**src/rtl/cube_pkg.sv**
```systemverilog
// Shared cube definitions: sticker layout, frame characters, FSM state types.
// Latency: n/a (types, constants and pure functions only).
// Backpressure: n/a.
package cube_pkg;

    localparam int NUM_STICKERS = 48;
    localparam int COLOUR_W     = 3;
    localparam int STATE_W      = NUM_STICKERS * COLOUR_W;

    // Frame: 'S', 48 sticker digits, CR, LF.
    localparam int FRAME_LEN = 51;
    localparam int LAST_BYTE = FRAME_LEN - 1;

    localparam logic [7:0] SOF_CHAR   = 8'h53;
    localparam logic [7:0] CR_CHAR    = 8'h0D;
    localparam logic [7:0] LF_CHAR    = 8'h0A;
    localparam logic [7:0] ASCII_ZERO = 8'h30;

    typedef logic [COLOUR_W-1:0] colour_t;

    typedef enum logic [1:0] {
        FR_IDLE = 2'd0,
        FR_SEND = 2'd1
    } frame_state_t;

    typedef enum logic [1:0] {
        TX_IDLE  = 2'd0,
        TX_START = 2'd1,
        TX_DATA  = 2'd2,
        TX_STOP  = 2'd3
    } tx_state_t;

    // Sticker 0 lives in the MSBs of the packed state.
    function automatic colour_t sticker(input logic [STATE_W-1:0] state,
                                       input logic [5:0]          idx);
        logic [7:0] lsb;
        lsb = 8'((NUM_STICKERS - 1 - int'(idx)) * COLOUR_W);
        return state[lsb +: COLOUR_W];
    endfunction

    // Byte idx of the outgoing frame, built from a snapshot of the state.
    function automatic logic [7:0] frame_byte(input logic [STATE_W-1:0] snap,
                                             input logic [5:0]          idx);
        logic [7:0] b;
        b = LF_CHAR;
        if (idx == 6'd0) begin
            b = SOF_CHAR;
        end else if (idx <= 6'd48) begin
            b = ASCII_ZERO + {5'd0, sticker(snap, idx - 6'd1)};
        end else if (idx == 6'd49) begin
            b = CR_CHAR;
        end
        return b;
    endfunction

endpackage

```
**src/rtl/uart_tx_byte.sv**
```systemverilog
// 8N1 LSB-first UART byte serializer, each bit held CLKS_PER_BIT cycles.
// Latency: accepted byte's start bit appears on tx the cycle after the handshake.
// Backpressure: byte_rdy high when idle or in the final cycle of a stop bit, so back-to-back bytes are gapless.
//
// Ports: clk, reset (sync, active high), flush (sync abort to idle),
//        byte_vld/byte_rdy/byte_dat (byte input handshake), tx (serial line, idle high).
module uart_tx_byte
    import cube_pkg::*;
#(
    parameter int CLKS_PER_BIT = 434
) (
    input  logic       clk,
    input  logic       reset,
    input  logic       flush,
    input  logic       byte_vld,
    input  logic [7:0] byte_dat,
    output logic       byte_rdy,
    output logic       tx
);

    localparam int BAUD_W = (CLKS_PER_BIT > 1) ? $clog2(CLKS_PER_BIT) : 1;
    localparam logic [BAUD_W-1:0] BAUD_LAST = BAUD_W'(CLKS_PER_BIT - 1);

    tx_state_t         state;
    logic [BAUD_W-1:0] baud_cnt;
    logic [2:0]        bit_cnt;
    logic [7:0]        shreg;
    logic              last_tick;

    assign last_tick = (baud_cnt == BAUD_LAST);
    assign byte_rdy  = (state == TX_IDLE) || ((state == TX_STOP) && last_tick);

    always_ff @(posedge clk) begin
        if (reset || flush) begin
            state    <= TX_IDLE;
            tx       <= 1'b1;
            baud_cnt <= '0;
            bit_cnt  <= '0;
            shreg    <= '0;
        end else begin
            case (state)
                TX_IDLE: begin
                    if (byte_vld) begin
                        shreg    <= byte_dat;
                        baud_cnt <= '0;
                        tx       <= 1'b0;
                        state    <= TX_START;
                    end
                end
                TX_START: begin
                    if (last_tick) begin
                        baud_cnt <= '0;
                        bit_cnt  <= '0;
                        tx       <= shreg[0];
                        state    <= TX_DATA;
                    end else begin
                        baud_cnt <= baud_cnt + 1'b1;
                    end
                end
                TX_DATA: begin
                    if (last_tick) begin
                        baud_cnt <= '0;
                        if (bit_cnt == 3'd7) begin
                            tx    <= 1'b1;
                            state <= TX_STOP;
                        end else begin
                            bit_cnt <= bit_cnt + 3'd1;
                            shreg   <= {1'b0, shreg[7:1]};
                            tx      <= shreg[1];
                        end
                    end else begin
                        baud_cnt <= baud_cnt + 1'b1;
                    end
                end
                TX_STOP: begin
                    if (last_tick) begin
                        baud_cnt <= '0;
                        // Next byte loads on the stop bit's last edge: no idle gap.
                        if (byte_vld) begin
                            shreg <= byte_dat;
                            tx    <= 1'b0;
                            state <= TX_START;
                        end else begin
                            tx    <= 1'b1;
                            state <= TX_IDLE;
                        end
                    end else begin
                        baud_cnt <= baud_cnt + 1'b1;
                    end
                end
                default: begin
                    tx    <= 1'b1;
                    state <= TX_IDLE;
                end
            endcase
        end
    end

endmodule

```
**src/rtl/cube_state_uart_tx.sv**
```systemverilog
// Snapshots the 144-bit cube state on send_req and streams "S" + 48 digits + CR LF over UART 8N1.
// Latency: start bit of byte 0 on tx the cycle after send_req is accepted; done 510*CLKS_PER_BIT cycles later.
// Backpressure: send_req ignored (not queued) while a frame is in flight; accepted again on the done cycle.
//
// Ports: clk, reset (sync, active high), send_req (1-cycle request), cube_state (packed stickers),
//        tx (UART line, idle high), busy (frame in progress), done (1-cycle completion pulse).
module cube_state_uart_tx
    import cube_pkg::*;
#(
    parameter int CLKS_PER_BIT = 434
) (
    input  logic               clk,
    input  logic               reset,
    input  logic               send_req,
    input  logic [STATE_W-1:0] cube_state,
    output logic               tx,
    output logic               busy,
    output logic               done
);

    frame_state_t       fstate;
    logic [5:0]         byte_idx;   // byte currently held by the serializer
    logic [STATE_W-1:0] snap;

    logic       accept;
    logic       in_send;
    logic       bad_idx;
    logic       flush;
    logic [5:0] sel_idx;
    logic       byte_vld;
    logic       byte_rdy;
    logic [7:0] byte_dat;

    assign accept  = (fstate == FR_IDLE) && send_req;
    assign in_send = (fstate == FR_SEND);
    assign bad_idx = (byte_idx > 6'(LAST_BYTE));

    // The load step is folded into the handshake edge: on accept the mux
    // presents byte 0 directly, otherwise it presents the byte after the one
    // being shifted, which the serializer takes on its stop bit's last cycle.
    always_comb begin
        sel_idx  = in_send ? (byte_idx + 6'd1) : 6'd0;
        byte_vld = accept || (in_send && (byte_idx < 6'(LAST_BYTE)));
        byte_dat = frame_byte(snap, sel_idx);
        flush    = ((fstate != FR_IDLE) && (fstate != FR_SEND)) || (in_send && bad_idx);
    end

    uart_tx_byte #(
        .CLKS_PER_BIT(CLKS_PER_BIT)
    ) u_ser (
        .clk      (clk),
        .reset    (reset),
        .flush    (flush),
        .byte_vld (byte_vld),
        .byte_dat (byte_dat),
        .byte_rdy (byte_rdy),
        .tx       (tx)
    );

    always_ff @(posedge clk) begin
        if (reset) begin
            fstate   <= FR_IDLE;
            byte_idx <= '0;
            snap     <= '0;
            busy     <= 1'b0;
            done     <= 1'b0;
        end else begin
            done <= 1'b0;
            case (fstate)
                FR_IDLE: begin
                    if (send_req) begin
                        snap     <= cube_state;
                        byte_idx <= '0;
                        busy     <= 1'b1;
                        fstate   <= FR_SEND;
                    end
                end
                FR_SEND: begin
                    if (bad_idx) begin
                        byte_idx <= '0;
                        busy     <= 1'b0;
                        fstate   <= FR_IDLE;
                    end else if (byte_rdy) begin
                        // byte_rdy here marks the last cycle of the current stop bit.
                        if (byte_idx == 6'(LAST_BYTE)) begin
                            busy   <= 1'b0;
                            done   <= 1'b1;
                            fstate <= FR_IDLE;
                        end else begin
                            byte_idx <= byte_idx + 6'd1;
                        end
                    end
                end
                default: begin
                    byte_idx <= '0;
                    busy     <= 1'b0;
                    fstate   <= FR_IDLE;
                end
            endcase
        end
    end

endmodule

```
**config.mk**
```make
export PLATFORM = sky130hd
export DESIGN_NAME = cube_state_uart_tx
export DESIGN_NICKNAME = d
export VERILOG_FILES = /design/src/rtl/cube_pkg.sv /design/src/rtl/uart_tx_byte.sv /design/src/rtl/cube_state_uart_tx.sv
export SDC_FILE = /design/constraint.sdc
export NUM_CORES = 1
export LEC_CHECK = 0
export CORE_ASPECT_RATIO = 2
export CORE_MARGIN = 2
export CORE_UTILIZATION = 56
export DETAILED_ROUTE_END_ITERATION = 10
export PLACE_DENSITY = 0.81
export REMOVE_ABC_BUFFERS = 1
export SYNTH_ARGS = -nofsm -noshare
export SYNTH_HDL_FRONTEND = slang
export SYNTH_SLANG_ARGS = --single-unit
```
**constraint.sdc**
```tcl
create_clock -name clk -period 6.5 [get_ports clk]
set_clock_uncertainty 0.05 [all_clocks]
set_input_delay 1.95 -clock clk [delete_from_list [all_inputs] [get_ports clk]]
set_output_delay 1.95 -clock clk [all_outputs]
set_load 0.1 [all_outputs]
```
[Yosys cells after proc, flatten, opt, wreduce, memory -nomap -nowiden]
Index checks and enable logic that the tools add are counted.
Word-level totals
  register bits after elaboration: 177
  output and inout port bits: 3
  word-level logic and storage cells: 112
Cells by class
  add/sub/neg operators: 6
  $mul: 1
  order comparisons: 3
  equal/unequal tests: 19
  shifts and indexed selects: 1
  mux-type cells: 46
  bitwise gates (word level): 2
  reductions and logical operators: 24
Operators by type and width (number)
  $shiftx A144 B9 Y3: 1
  $mux W8: 4
  $mux W6: 5
  $pmux W8 S3: 1
  $mux W2: 9
  $mux W9: 2
  $pmux W9 S2: 1
  $mux W7: 2
  $eq A6 B6 Y1 const B: 2
  $mux W1: 12
  $mux W3: 4
  $pmux W6 S2: 1
  $reduce_and A4 Y1: 3
  $ne A2 B1 Y1 const B: 5
  $add A9 B1 Y9 const B: 1
  $eq A9 B9 Y1 const B: 1
  $mul A7 B3 Y8 const B: 1
  $pmux W2 S4: 1
  $add A6 B3 Y7 const A: 1
  $sub A6 B6 Y7 const A: 1
  $add A6 B1 Y6 const B: 1
  $gt A6 B6 Y1 const B: 1
  $le A6 B6 Y1 const B: 1
  $logic_not A6 Y1: 1
  24 further kinds: 40

[Depth between registers and ports, before layout]
Gate-level depths: netlist (run 1).
  depth in word-level cells: 12
  gate-level depth with buffers: 23
  gate-level depth less buffers: 18

[By module]
Synthesis (run 1) repeated with hierarchy kept, for this count alone.
Unflattened totals
  cells, all modules: 1420
  area, all modules: 10881.7 µm²
By module, submodules not included
  cube_state_uart_tx: instances 1, cells each 1270, area an instance 9526.6 µm²
  uart_tx_byte: instances 1, cells each 150, area an instance 1355.0 µm²

[Worst setup path after synthesis (run 1)]
OpenSTA, ideal clock, no wires.
  path kind: reg2reg
  start point: reg busy (netlist name)
  end point: reg u_ser.shreg[1]
  setup time: 0.116 ns
  arrival: 5.499 ns
  data required time: 6.334 ns
  path slack: 0.836 ns
  cell stages (with the launch flop): 22
  buffers on the path: 10
  period minus slack after synthesis: 5.664 ns
  cells stage by stage: dfxtp_1 -> nor2b_2 -> buf_4 -> buf_4 -> buf_2 -> buf_2 -> ha_1 -> inv_2 -> buf_6 -> buf_12 -> buf_2 -> ha_1 -> ha_1 -> inv_1 -> fa_1 -> buf_2 -> buf_1 -> clkbuf_1 -> mux4_2 -> mux2i_1 -> nand3_1 -> a31o_1
RTL lines
  to (signal assigned): line uart_tx_byte.sv:44  | shreg <= byte_dat;
  to (signal assigned): line uart_tx_byte.sv:68  | shreg <= {1'b0, shreg[7:1]};
  to (signal assigned): line uart_tx_byte.sv:80  | shreg <= byte_dat;
  to (decl): line uart_tx_byte.sv:27  | logic [7:0] shreg;

[Worst setup path after layout (run 1)]
  start point: reg byte_idx[0]
  end point: reg u_ser.shreg[1]
On the way
  word-level cells in the longest chain between the ends: 12
  elaborated cells between the ends (all ways): 23
RTL lines
  from (decl): line cube_state_uart_tx.sv:22  | logic [5:0] byte_idx;
  from (signal assigned): line cube_state_uart_tx.sv:90  | byte_idx <= byte_idx + 6'd1;
  $add A6 B1 Y6: line cube_state_uart_tx.sv:42  | sel_idx = in_send ? (byte_idx + 6'd1) : 6'd0;
  $mux W6: line cube_state_uart_tx.sv:42
  $sub A6 B1 Y6: line cube_pkg.sv:49  | b = ASCII_ZERO + {5'd0, sticker(snap, idx - 6'd1)};
  $sub A6 B6 Y7: line cube_pkg.sv:37  | lsb = 8'((NUM_STICKERS - 1 - int'(idx)) * COLOUR_W);
  $mul A7 B3 Y8: line cube_pkg.sv:37
  $shiftx A144 B9 Y3: line cube_pkg.sv:38  | return state[lsb +: COLOUR_W];
  $add A6 B3 Y7: line cube_pkg.sv:49
  $mux W7: line cube_pkg.sv:48  | end else if (idx <= 6'd48) begin
  $mux W7: line cube_pkg.sv:46  | if (idx == 6'd0) begin
  $mux W8: line uart_tx_byte.sv:43, uart_tx_byte.sv:79
  $mux W8: line uart_tx_byte.sv:76  | if (last_tick) begin
  $pmux W8 S3: line uart_tx_byte.sv:41  | case (state)
Several ways; a longest one is shown, not always the timed one. The select of a mux whose other input is x is not followed.
A chain may end at the register's enable or synchronous reset.

==> results of run 1 <==
[power groups by stage]
| stage | clock [mW] | sequential (mW) | combinational (mW) |
|---|---|---|---|
| floorplan | 0 | 1.25 | 0.865 |
| global placement | 0 | 1.26 | 1.29 |
| detailed placement | 0 | 1.27 | 1.30 |
| CTS | 1.06 | 1.24 | 1.31 |
| global route | 1.10 | 1.25 | 1.44 |
| finish | 1.05 | 1.25 | 1.34 |
[cell usage in the layout (no fill, tap or decap), types with 10 or more instances in the layout]
cell type        synthesis  routed
mux4_1                  17      17
and3_1                  10      10
nand2b_1                16      15
a21oi_1                225     225
clkdlybuf4s50_1          0     148
nand4_1                 15      15
mux2i_1                 26      26
nand2_1                439     439
o21ai_0                 29      29
nor3_1                  10      10
a31oi_1                 14      14
nand3_1                 63      63
a211oi_1                18      18
mux4_2                  34      34
clkbuf_16                0      17
nor2_1                  57      57
dfxtp_1                174     174
ha_1                    24      24
buf_4                    5      18
inv_1                   11      11
[worst max-delay path, stage by stage (launching register included)]
cell and delay (ps):
dfxtp_1 610, ha_1 450, nand2_1 90, nor3_1 340, or2_2 250, nand2_1 80, xor2_1 380, ha_1 380
xnor2_1 170, ha_1 380, o21ai_0 140, o2111a_1 250, nor4_1 1030, o31ai_1 220, a2111oi_0 530, a31o_1 200
[logic make-up (layout without fill, tap and decap cells)]
family,after synthesis,in the layout,share of synthesized area
simple gates,654,654,0.261
compound gates,346,346,0.185
flops,174,174,0.325
buf+inv,124,210,0.0491
mux,79,79,0.140
fa+ha+maj,25,25,0.0299
xor+xnor,13,13,0.0106
[worst min-delay path by stage]
stage	from	end	slack, ps	depth (start not counted)
final	snap[67]	snap[67]	420	2
after global placement	snap[0]	snap[0]	400	2
after detailed placement	snap[0]	snap[0]	410	2
after global routing	snap[67]	snap[67]	440	2
after CTS	snap[67]	snap[67]	420	2
after floorplan	u_ser.baud_cnt[8]	u_ser.baud_cnt[8]	380	1
[cell type report]
type | instances | share of cell area
well taps | 255 | 0.0249
inverters | 13 | 0.00381
flip-flops and latches | 174 | 0.272
multi-input cells | 1117 | 0.525
clock buffers | 24 | 0.0400
clock inverters | 7 | 0.00782
repair buffers | 166 | 0.126
[state kept, by name, summed over array words and instances, names as in the netlist]
signal / flops
u_ser.tx: 1
snap: 144
u_ser.state: 2
byte_idx: 6
done: 1
u_ser.shreg: 7
u_ser.baud_cnt: 9
busy: 1
u_ser.bit_cnt: 3
[routing by layer]
metal | vias up | global-route usage
met2 | 465 | 0.680
li1 | 5134 | -
met5 | - | 0
met1 | 5110 | 0.350
met3 | 173 | 0.0661
met4 | 2 | 0.238
==> metrics, run 1 <==
aggregate global routing overflow 0; vias 10,884; core area 18,700 um^2; Yosys warning count 0; Tcrit/Tclk final 0.860; hold buffers post-CTS 0; Storage cell area 3480 um^2; synthesis-to-layout area growth 19.5%; Final HPWL DP 26.5 mm; crit path to u_ser.shreg[1]; # clock sinks 174; utilization after layout 0.683; internal power 2.30 mW; Routed WL 36.1 mm; Final Hold Vio Count 0; final setup fails 0; CTS Buf Count 17; largest net degree at the start of global routing 94; vias per inst 6.20; die area 20,300 um^2; clock share of power 0.289; Synth top area share 0.325; Critical Path RT 6840 ps; vias in the first global route 10,700; Max IR drop VDD 0.258 mV; run status finished clean; Comb power frac 0.368; #FFs+latches synth 174; multi-input logic area 6720 um^2; Final Cell Area 12,800 um^2; max layer used met5; Leak 4.72 nW; Worst Setup Start Kind register; met2 routed WL 19.9 mm; critical path fanouts, max 14; sw frac 0.366; Sequential Power Share 0.343; Tot Pwr 3.63 mW; CTS tree done; cells taking the most area after synthesis dfxtp_1 (33%), nand2_1 (15%), a21oi_1 (11%); Post-route DRC 0; RR Endpoint u_ser.shreg[1]; num rows 71; drt wl/cell 20.6 um; synthesized instance count 1,415; First-pass DRT Iterations 8; Total GRT Usage 0.364; final hold slack 420 ps; starting density of the core 0.572; post-route minimum period 5590 ps; post-synth top area cell dfxtp_1; synthesized area 10,700 um^2; fillers 1,623; Post-CTS Setup Bufs 0; hold crit path type reg2reg; met3 wire length 1.92 mm; final layout net count 1,661; CP Capture Type register; synth cell count leaders nand2_1 (439), a21oi_1 (225), dfxtp_1 (174), clkbuf_1 (72), nand3_1 (63); Slew @ Worst Pin 1230 ps; fin. max-slew vios 0; Final WS setup 909 ps; Reg clk slew, reported paths 70 ps; RSZ-0062 raised after global routing no; initial antenna violation count 1; Post-synth EDFFs 0; critical path startpoint byte_idx[0]; DP Cell Count 1,725; met1 WL 11.7 mm; CTS H-tree lvls 4; RD Place Congestion 0.989; Die Y 200 um; Placement Setup Slack 1150 ps; post-route ant nets 0; Max clock buf depth 2; fmax 179 MHz; Netlist cell types 66; first-pass GRT wire length 55.9 mm; Iteration-0 DRC Markers 672; most frequent cell after synthesis nand2_1; Antenna Cells 0; CP arrival 5930 ps; die width 102 um; Clock Latency Late Sink 440 ps; # IOs 150; sequential-to-total area share from yosys stat 0.325; Main synth FF type dfxtp_1; Post-DP Area 12,200 um^2; R2R Path Start byte_idx[0]; Syn Area/Cell 7.57 um^2; Clock Root Buffer clkbuf_16; non-filler cells, final 1,756; max-cap viol count 0; setup_tns 0 ps; PortBufs 149; power density cells 284 nW/um^2; post-CTS sizing 0; r2r setup slk 910 ps; r2r worst-path depth 15; Slew headroom 0.174; share of cells above drive strength 1 0.0646; NetSw 1.33 mW; Critical Setup Path Class reg2reg; Post-synth ARST share 0
Power figures use the tool's default switching activity.
==> run 2, diff against run 1 <==
CORE_UTILIZATION = 57   (was 56)
CTS_BUF_LIST = sky130_fd_sc_hd__clkbuf_8   (was not set)
PLACE_DENSITY = 0.83   (was 0.81)
clock period = 6.35 ns   (was 6.5 ns; I/O delays follow)
==> run 2 against run 1 <==
  * Global-route usage grew 0.91 points
  * Worst hold slack lost 2.5 ps
  * Critical endpoint unchanged
  * Highest routed layer is now met4
  * Maximum frequency grew 3.1%
  * Clock-buffer cell count shrank 4
  * Cell count shrank 1.9%
  * First-iteration DRC count grew 67%
  * Critical path depth is the same
  * Clock power shrank 25%
  * Sequential share of layout area grew 0.56 points
  * Register-to-register slack gained 20 ps
  * Via count grew 1.4%
  * Utilization shrank 1.1 points
  * Largest power group unchanged
==> metrics, run 2 (synthesis gave the netlist of run 1 again) <==
post-route ant nets 0 (unchanged); RSZ-0062 raised after global routing no (unchanged); die area 20,000 um^2 (was 20,300 um^2); Final Hold Vio Count 0 (unchanged); Critical Setup Path Class reg2reg (unchanged); hold buffers post-CTS 0 (unchanged); post-route minimum period 5420 ps (was 5590 ps); post-CTS sizing 0 (unchanged); synthesis-to-layout area growth 17.1% (was 19.5%); Crit path top cell by count ha_1 (unchanged); starting density of the core 0.574 (was 0.572); most common cell after layout, fill and taps aside nand2_1 (unchanged); fin. max-slew vios 0 (unchanged); Routed WL 36.2 mm (was 36.1 mm); aggregate global routing overflow 0 (unchanged); max reg flops 144 (unchanged); num rows 71 (unchanged); RD Place Congestion 1.02 (was 0.989); biggest regs snap: 144 flops, u_ser.baud_cnt: 9 flops, u_ser.shreg: 7 flops (unchanged); Max IR drop VDD 0.194 mV (was 0.258 mV); largest net degree at the start of global routing 149 (was 94); vias 11,040 (was 10,884); Tcrit/Tclk final 0.854 (was 0.860); PortBufs 149 (unchanged); critical path fanouts, max 14 (unchanged); first-pass GRT wire length 56.8 mm (was 55.9 mm); First-pass DRT Iterations 5 (was 8); Total GRT Usage 0.373 (was 0.364); Clock Latency Late Sink 480 ps (was 440 ps); Leak 4.61 nW (was 4.72 nW); Max clock buf depth 2 (unchanged); final layout net count 1,660 (was 1,661); vias in the first global route 10,683 (was 10,700); die width 101 um (was 102 um); share of cells above drive strength 1 0.0653 (was 0.0646); drt wl/cell 21.0 um (was 20.6 um); most frequent cells in the layout nand2_1 (439), a21oi_1 (225), dfxtp_1 (174) (unchanged); final setup fails 0 (unchanged); Tot Pwr 3.43 mW (was 3.63 mW); critical path startpoint byte_idx[0] (unchanged); Min-Delay Endpoint snap[0] (was snap[67]); RR Endpoint u_ser.shreg[1] (unchanged); CTS Buf Count 17 (unchanged); r2r setup slk 930 ps (was 910 ps); final hold slack 418 ps (was 420 ps); vias per inst 6.41 (was 6.20); Die Y 198 um (was 200 um); Final HPWL DP 26.7 mm (was 26.5 mm); Reg clk slew, reported paths 100 ps (was 70 ps); slowest CP cell nor4_1 (unchanged); core area 18,700 um^2 (about the same); Crit path largest cell delay 810 ps (was 1030 ps); # clock sinks 174 (unchanged); Clock Root Buffer clkbuf_8 (was clkbuf_16); initial antenna violation count 2 (was 1); power density cells 273 nW/um^2 (was 284 nW/um^2); R2R Path Start byte_idx[0] (unchanged); run status finished clean (unchanged); Slew headroom 0.264 (was 0.174); largest reg by FF count snap (unchanged); CTS H-tree lvls 4 (unchanged); Critical Path RT 6740 ps (was 6840 ps); fillers 1,637 (was 1,623); CTS tree done (unchanged); Worst Setup Start Kind register (unchanged); Final WS setup 928 ps (was 909 ps); fmax 184 MHz (was 179 MHz); critical-path cell list inv_1, ha_1, nand2b_1, ha_1, nand2_1, xor2_1, ha_1, xnor2_1, ha_1, o21ai_0, o2111a_1, nor4_1, o31ai_1, a2111oi_0, a31o_1 (was ha_1, nand2_1, nor3_1, or2_2, nand2_1, xor2_1, ha_1, xnor2_1, ha_1, o21ai_0, o2111a_1, nor4_1, o31ai_1, a2111oi_0, a31o_1); hold path cells 2 (unchanged); utilization after layout 0.673 (was 0.683); Slew @ Worst Pin 1100 ps (was 1230 ps); hold crit path type reg2reg (unchanged); Hold Path Origin snap[0] (was snap[67]); Iteration-0 DRC Markers 1,120 (was 672); CP arrival 5810 ps (was 5930 ps); r2r worst-path depth 15 (unchanged); Placement Setup Slack 1070 ps (was 1150 ps); # IOs 150 (unchanged); Post-CTS Setup Bufs 0 (unchanged); max-cap viol count 0 (unchanged); Post-route DRC 0 (unchanged); CP Capture Type register (unchanged)
[run 2: cell count changes in the layout (fill, tap and decap cells not counted), sizes merged, moves of 2 or more]
cell,change
inv,+10
clkbuf,-4
bufinv,-2
diode,+2
clkinv,-4
[run 2: area by class of cell]
cell class	instances	area, um^2	share of cell area
clock inverter	12	114	0.00908
timing repair buffer	165	1620	0.129
inverter	13	48.8	0.00389
tap	219	274	0.0218
multi-input combinational	1117	6720	0.536
clock buffer	20	275	0.0219
antenna	2	5.00	0.000399
sequential	174	3480	0.278
[run 2: per-layer routing]
layer  vias up  share of wire  GRT usage
met5         -              0          0
met4         0          0.088      0.286
met3       214          0.063     0.0798
met2       549           0.53      0.649
met1      5139           0.32      0.378
li1       5138              -          -
[run 2: report_power, final]
group          internal (mW)  leakage (nW)  switching [mW]  total, mW
sequential              1.18          1.43          0.0965       1.28
clock                  0.322         0.200           0.463      0.785
combinational          0.535          2.99           0.835       1.37
total                   2.04          4.61            1.39       3.43
[run 2: worst max-delay path by stage]
stage	cells after the start	end
after floorplan	15	u_ser.shreg[2]
after CTS	15	u_ser.shreg[1]
after global placement	15	u_ser.shreg[1]
final	15	u_ser.shreg[1]
after global routing	15	u_ser.shreg[1]
after detailed placement	15	u_ser.shreg[1]
[run 2: critical path, delay by kind of cell, from the launching register on]
family                     cells  cell delay (ps)
and+or+nand+nor                3             1130
AOI/OAI and AO/OA              5             1340
adders and majority gates      4             1470
DFF                            1              660
buffers and inverters          1              170
xor gates and xnor gates       2              550
[run 2: per-stage QoR]
stage	std cells	cell area, um^2	TNS [ps]
finish	1722	12500	0
global route	1721	12500	0
CTS	1720	12500	0
detailed placement	1688	12200	0
global placement	1688	12200	0
floorplan	1304	10200	-121090
==> run 3, diff against run 2 <==
clock period = 5 ns   (was 6.35 ns; I/O delays follow)
==> run 3 against run 2 <==
  * Critical path depth grew 1
  * Register-to-register slack worse by 550 ps
  * Cell count is 0.70% higher
  * Critical endpoint is now u_ser.shreg[2]
  * Largest power group unchanged
==> metrics, run 3 (synthesis gave the netlist of run 1 again) <==
final hold slack 416 ps (was 418 ps); RSZ-0062 raised after global routing no (unchanged); CTS tree done (unchanged); die area 20,000 um^2 (unchanged); Post-DP Area 12,300 um^2 (was 12,200 um^2); final layout net count 1,674 (was 1,660); vias in the first global route 10,866 (was 10,683); Routed WL 35.3 mm (was 36.2 mm); initial antenna violation count 0 (was 2); Post-route DRC 0 (unchanged); # IOs 150 (unchanged); starting density of the core 0.574 (unchanged); vias per inst 6.32 (was 6.41); post-route minimum period 4620 ps (was 5420 ps); internal power 2.69 mW (was 2.04 mW); core area 18,700 um^2 (unchanged); Worst Setup Start Kind register (unchanged); Die Y 198 um (unchanged); critical path fanouts, max 41 (was 14); max reg flops 144 (unchanged); Clock Latency Late Sink 470 ps (was 480 ps); drt wl/cell 20.4 um (was 21.0 um); CP arrival 4950 ps (was 5810 ps); CP Capture Type register (unchanged); CTS H-tree lvls 4 (unchanged); # clock sinks 174 (unchanged); aggregate global routing overflow 0 (unchanged); hold buffers post-CTS 0 (unchanged); Reg clk slew, reported paths 100 ps (about the same); die width 101 um (unchanged); most frequent cells in the layout nand2_1 (439), a21oi_1 (225), dfxtp_1 (174) (unchanged); max-cap viol count 0 (unchanged); Comb power frac 0.401 (was 0.399); synthesis-to-layout area growth 18.3% (was 17.1%); run status finished clean (unchanged); Total GRT Usage 0.362 (was 0.373); share of cells above drive strength 1 0.0739 (was 0.0653); final setup fails 0 (unchanged); power density cells 349 nW/um^2 (was 273 nW/um^2); Slew headroom 0.319 (was 0.264); biggest regs snap: 144 flops, u_ser.baud_cnt: 9 flops, u_ser.shreg: 7 flops (unchanged); Final HPWL DP 26.2 mm (was 26.7 mm); First-pass DRT Iterations 6 (was 5); clock share of power 0.234 (was 0.229); most common cell after layout, fill and taps aside nand2_1 (unchanged); Final Hold Vio Count 0 (unchanged); Critical Path RT 5320 ps (was 6740 ps); fmax 216 MHz (was 184 MHz); RD Place Congestion 1.01 (was 1.02); sw frac 0.391 (was 0.407); Antenna Cells 0 (was 2); first-pass GRT wire length 55.5 mm (was 56.8 mm); Critical Setup Path Class reg2reg (unchanged); Leak 4.68 nW (was 4.61 nW); Clock Root Buffer clkbuf_8 (unchanged); hold crit path type reg2reg (unchanged); largest net degree at the start of global routing 86 (was 149); vias 10,952 (was 11,040); Max IR drop VDD 0.262 mV (was 0.194 mV); setup_tns 0 ps (unchanged); Max clock buf depth 2 (unchanged); PortBufs 149 (unchanged); largest reg by FF count snap (unchanged); Slew @ Worst Pin 1020 ps (was 1100 ps); Sequential Power Share 0.364 (was 0.372); fin. max-slew vios 0 (unchanged); post-route ant nets 0 (unchanged); NetSw 1.73 mW (was 1.39 mW); Iteration-0 DRC Markers 809 (was 1,120); num rows 71 (unchanged); Final Cell Area 12,700 um^2 (was 12,500 um^2); Tcrit/Tclk final 0.924 (was 0.854); CTS Buf Count 17 (unchanged); Tot Pwr 4.43 mW (was 3.43 mW)
-- run 3: changes by cell type in the layout (fill, tap and decap cells not counted), sizes merged --
cell,before,now
diode,2,0
buf,17,31
inv,24,17
clkinvlp,1,4
bufinv,0,2
clkbuf,20,19
clkinv,0,3
-- run 3: critical path: stages (launching register included) --
cell and delay, ps:
dfxtp_1 550, ha_1 370, nand2b_1 240, ha_1 300
xor2_1 220, ha_1 300, ha_1 160, inv_1 50
fa_1 540, buf_12 240, or2b_1 450, a21oi_1 90
nor4_1 370, a21oi_1 120, o211ai_1 170, nand2_1 80
o21a_1 180
-- run 3: routing by layer --
metal	up-vias	GRT usage	wire length [um]
li1	5170	-	-
met2	465	0.663	19200
met3	173	0.0533	1590
met1	5144	0.361	11800
met5	-	0	0
met4	0	0.260	2790
-- run 3: through the flow --
stage / instances / util / setup slack [ps]
global route: 1734 / 0.680 / 72.4
floorplan: 1304 / - / -4740
detailed placement: 1702 / 0.657 / 440
global placement: 1702 / 0.657 / 502
CTS: 1734 / 0.679 / 421
finish: 1734 / 0.680 / 378
-- run 3: cell type report --
cell class                      instances  area, um^2
Clock buffer                           19         262
Clock inverter                         13         156
Fill cell                            1651        5980
Inverter                               13        48.8
Multi-Input combinational cell       1117        6730
Sequential cell                       174        3480
Tap cell                              219         274
Timing Repair Buffer                  179        1730
-- run 3: path summary, 6_finish.rpt --
kind                             startpoint        endpoint  slack, ps  cells past startpoint
worst max-delay path            byte_idx[1]  u_ser.shreg[2]        380                     16
worst min-delay path                snap[0]         snap[0]        420                      2
worst min register to register      snap[0]         snap[0]        420                      2
worst max register to register  byte_idx[1]  u_ser.shreg[2]        380                     16
-- run 3: power by group through the flow --
stage          logic, mW  clock network, mW  registers, mW
6_report            1.78               1.04           1.61
3_5_place_dp        1.75                  0           1.64
3_3_place_gp        1.72                  0           1.63
5_1_grt             1.94               1.10           1.62
4_1_cts             1.75               1.05           1.61
2_1_floorplan       1.12                  0           1.63
-- run 3: repair_timing --
| item | CTS | global route |
|---|---|---|
| resized for setup | 0 | 1 |
| endpoints found under the hold margin | 0 | 0 |
| setup endpoints to repair | 0 | 1 |
| buffers inserted | 0 | 0 |
==> variant, RTL diff (config.mk and constraints of run 2) <==
`NUM_STICKERS`: 48 -> 24.
--- a/src/rtl/cube_pkg.sv
+++ b/src/rtl/cube_pkg.sv
@@ -4,5 +4,5 @@
 package cube_pkg;
 
-    localparam int NUM_STICKERS = 48;
+    localparam int NUM_STICKERS = 24;
     localparam int COLOUR_W     = 3;
     localparam int STATE_W      = NUM_STICKERS * COLOUR_W;
Ports: changed (resized cube_state); port bits go from 150 to 78. The function was not compared with the original's and may differ.
==> variant against run 2 <==
- synthesized area is 39% lower
- count of clock-buffer cells in the layout decreased by 11
- wire length is 51% lower
- die area shrank 38%
- cell count shrank 42%
- first-iteration DRC count decreased by 67%
- power shrank 40%
- cell area is 41% lower
- sequential cell count shrank 72
- worst setup slack gained 0.37 ns
- critical path type unchanged
- highest routed layer unchanged
==> variant: results (changes against run 2) <==
Synthesis
  • Ranking of synthesized cells by area: dfxtp_1 31%, nand2_1 12%, mux4_2 12%, a21oi_1 9.4%, ha_1 4.8%
  • Commonest cells post-synth: 215 x nand2_1, 123 x a21oi_1, 102 x dfxtp_1
  • Sequential area share after synthesis: 31.29% (-1.2 points)
  • Mean Syn Cell Area: 7.957 sq um (+5.1%)
  • Synth cell types: 65 (-1.5%)

Clocking
  • Clk_lat worst skew: 0.39 ns (-0.09 ns)
  • H-tree depth: 3 (-1)

Final layout
  • Ant. Diodes: 0 (-2)
  • Top flop regs: snap x72, u_ser.baud_cnt x9, u_ser.shreg x7
  • Share of post-route cells with drive strength above 1: 8.102% (+1.6 points)
  • Post-route insts no fill: 1006 (-42%)

Setup path
  • CP max-delay cell: ha_1
  • CP peak stage delay: 0.89 ns (+0.08 ns)
  • Worst R2R Start: busy
  • CP Max Fanout: 44 (+30)
  • R2R Path End: u_ser.shreg[0]
  • Reg2reg setup slack: 1.30 ns (+0.37 ns)
  • Number of cells on the worst reg-to-reg path: 11 (-4)

Routing
  • First-iteration detailed-routing DRC count: 373 (-67%)
  • Routed len/inst: 17.65 microns (-16%)

Placement
  • IO Port Bufs: 77 (-48%)
  • Placed insts: 991 (-41%)
  • DP HPWL: 13260 microns (-50%)

Min path
  • Hold Path Depth: 1 (-1)
  • Hold Path End: u_ser.baud_cnt[8]

Global route
  • Largest net degree at the start of global routing: 74 (-50%)
  • First-pass GRT wire length: 28750 microns (-49%)
  • Total Routing Usage GR: 29.41% (-7.8 points)

Pwr
  • Worst VDD drop: 0.2307 mV (+19%)
  • Leakage: 0.002691 uW (-42%)

Status
  • Run status: completed
[variant: changes by cell type after synthesis, sizes merged, moves of 14 or more]
| cell | change |
|---|---|
| nand2 | -224 |
| a21oi | -102 |
| dfxtp | -72 |
| nand3 | -42 |
| clkbuf | -37 |
| buf | -19 |
| mux4 | -17 |
| nor2 | -16 |
| mux2i | -14 |
[variant: logic make-up after synthesis]
| kind of cell | count (synthesis) | share of synthesized area [%] |
|---|---|---|
| adder cells (fa/ha/maj) | 26 | 5.101 |
| AO/OA/AOI/OAI | 213 | 19.56 |
| buffers and inverters | 72 | 4.986 |
| multiplexers | 48 | 13.92 |
| XOR/XNOR | 17 | 2.282 |
| flip-flops | 102 | 31.29 |
| AND/OR/NAND/NOR | 342 | 22.86 |
[variant: routing by layer]
layer | share of wire (%) | wire length (microns) | track usage, %
met3 | 3.6 | 641 | 4.988
met2 | 56 | 10030 | 55.98
met1 | 35 | 6172 | 28.97
met4 | 5.1 | 914 | 16.01
met5 | 0 | 0 | 0
[variant: metrics by stage]
step                      area [sq um]  hold WS [ns]  power [uW]  TNS (ns)  setup slack [ns]
after floorplan                   6266        0.3774        1409    -3.308            -1.210
after CTS                         7450        0.4251        2041         0             1.383
after detailed placement          7279        0.4083        1668         0             1.438
after global routing              7450        0.4408        2171         0            0.9873
after global placement            7279        0.3951        1639         0             1.684
final                             7450        0.4294        2048         0             1.299
[variant: how the worst max path moves through the flow]
stage,cells past startpoint,slack [ns],start,endpoint
floorplan,15,-1.21,busy,u_ser.shreg[0]
global placement,15,1.68,busy,u_ser.shreg[0]
detailed placement,15,1.44,busy,u_ser.shreg[0]
CTS,15,1.38,busy,u_ser.shreg[0]
global route,15,0.99,busy,u_ser.shreg[0]
finish,11,1.30,busy,u_ser.shreg[0]
[variant: cell type report]
type,instances,area (sq um)
inverters,17,66.31
repair buffers,84,818.3
flip-flops and latches,102,2042
clock buffers,9,123.9
multi-input cells,646,4175
fillers,968,3767
clock inverters,6,46.29
well taps,142,177.7
[variant: power breakdown]
group / switching, uW / internal (uW)
clock: 234 / 143
combinational: 552 / 363
sequential: 58.2 / 698
total: 844 / 1200
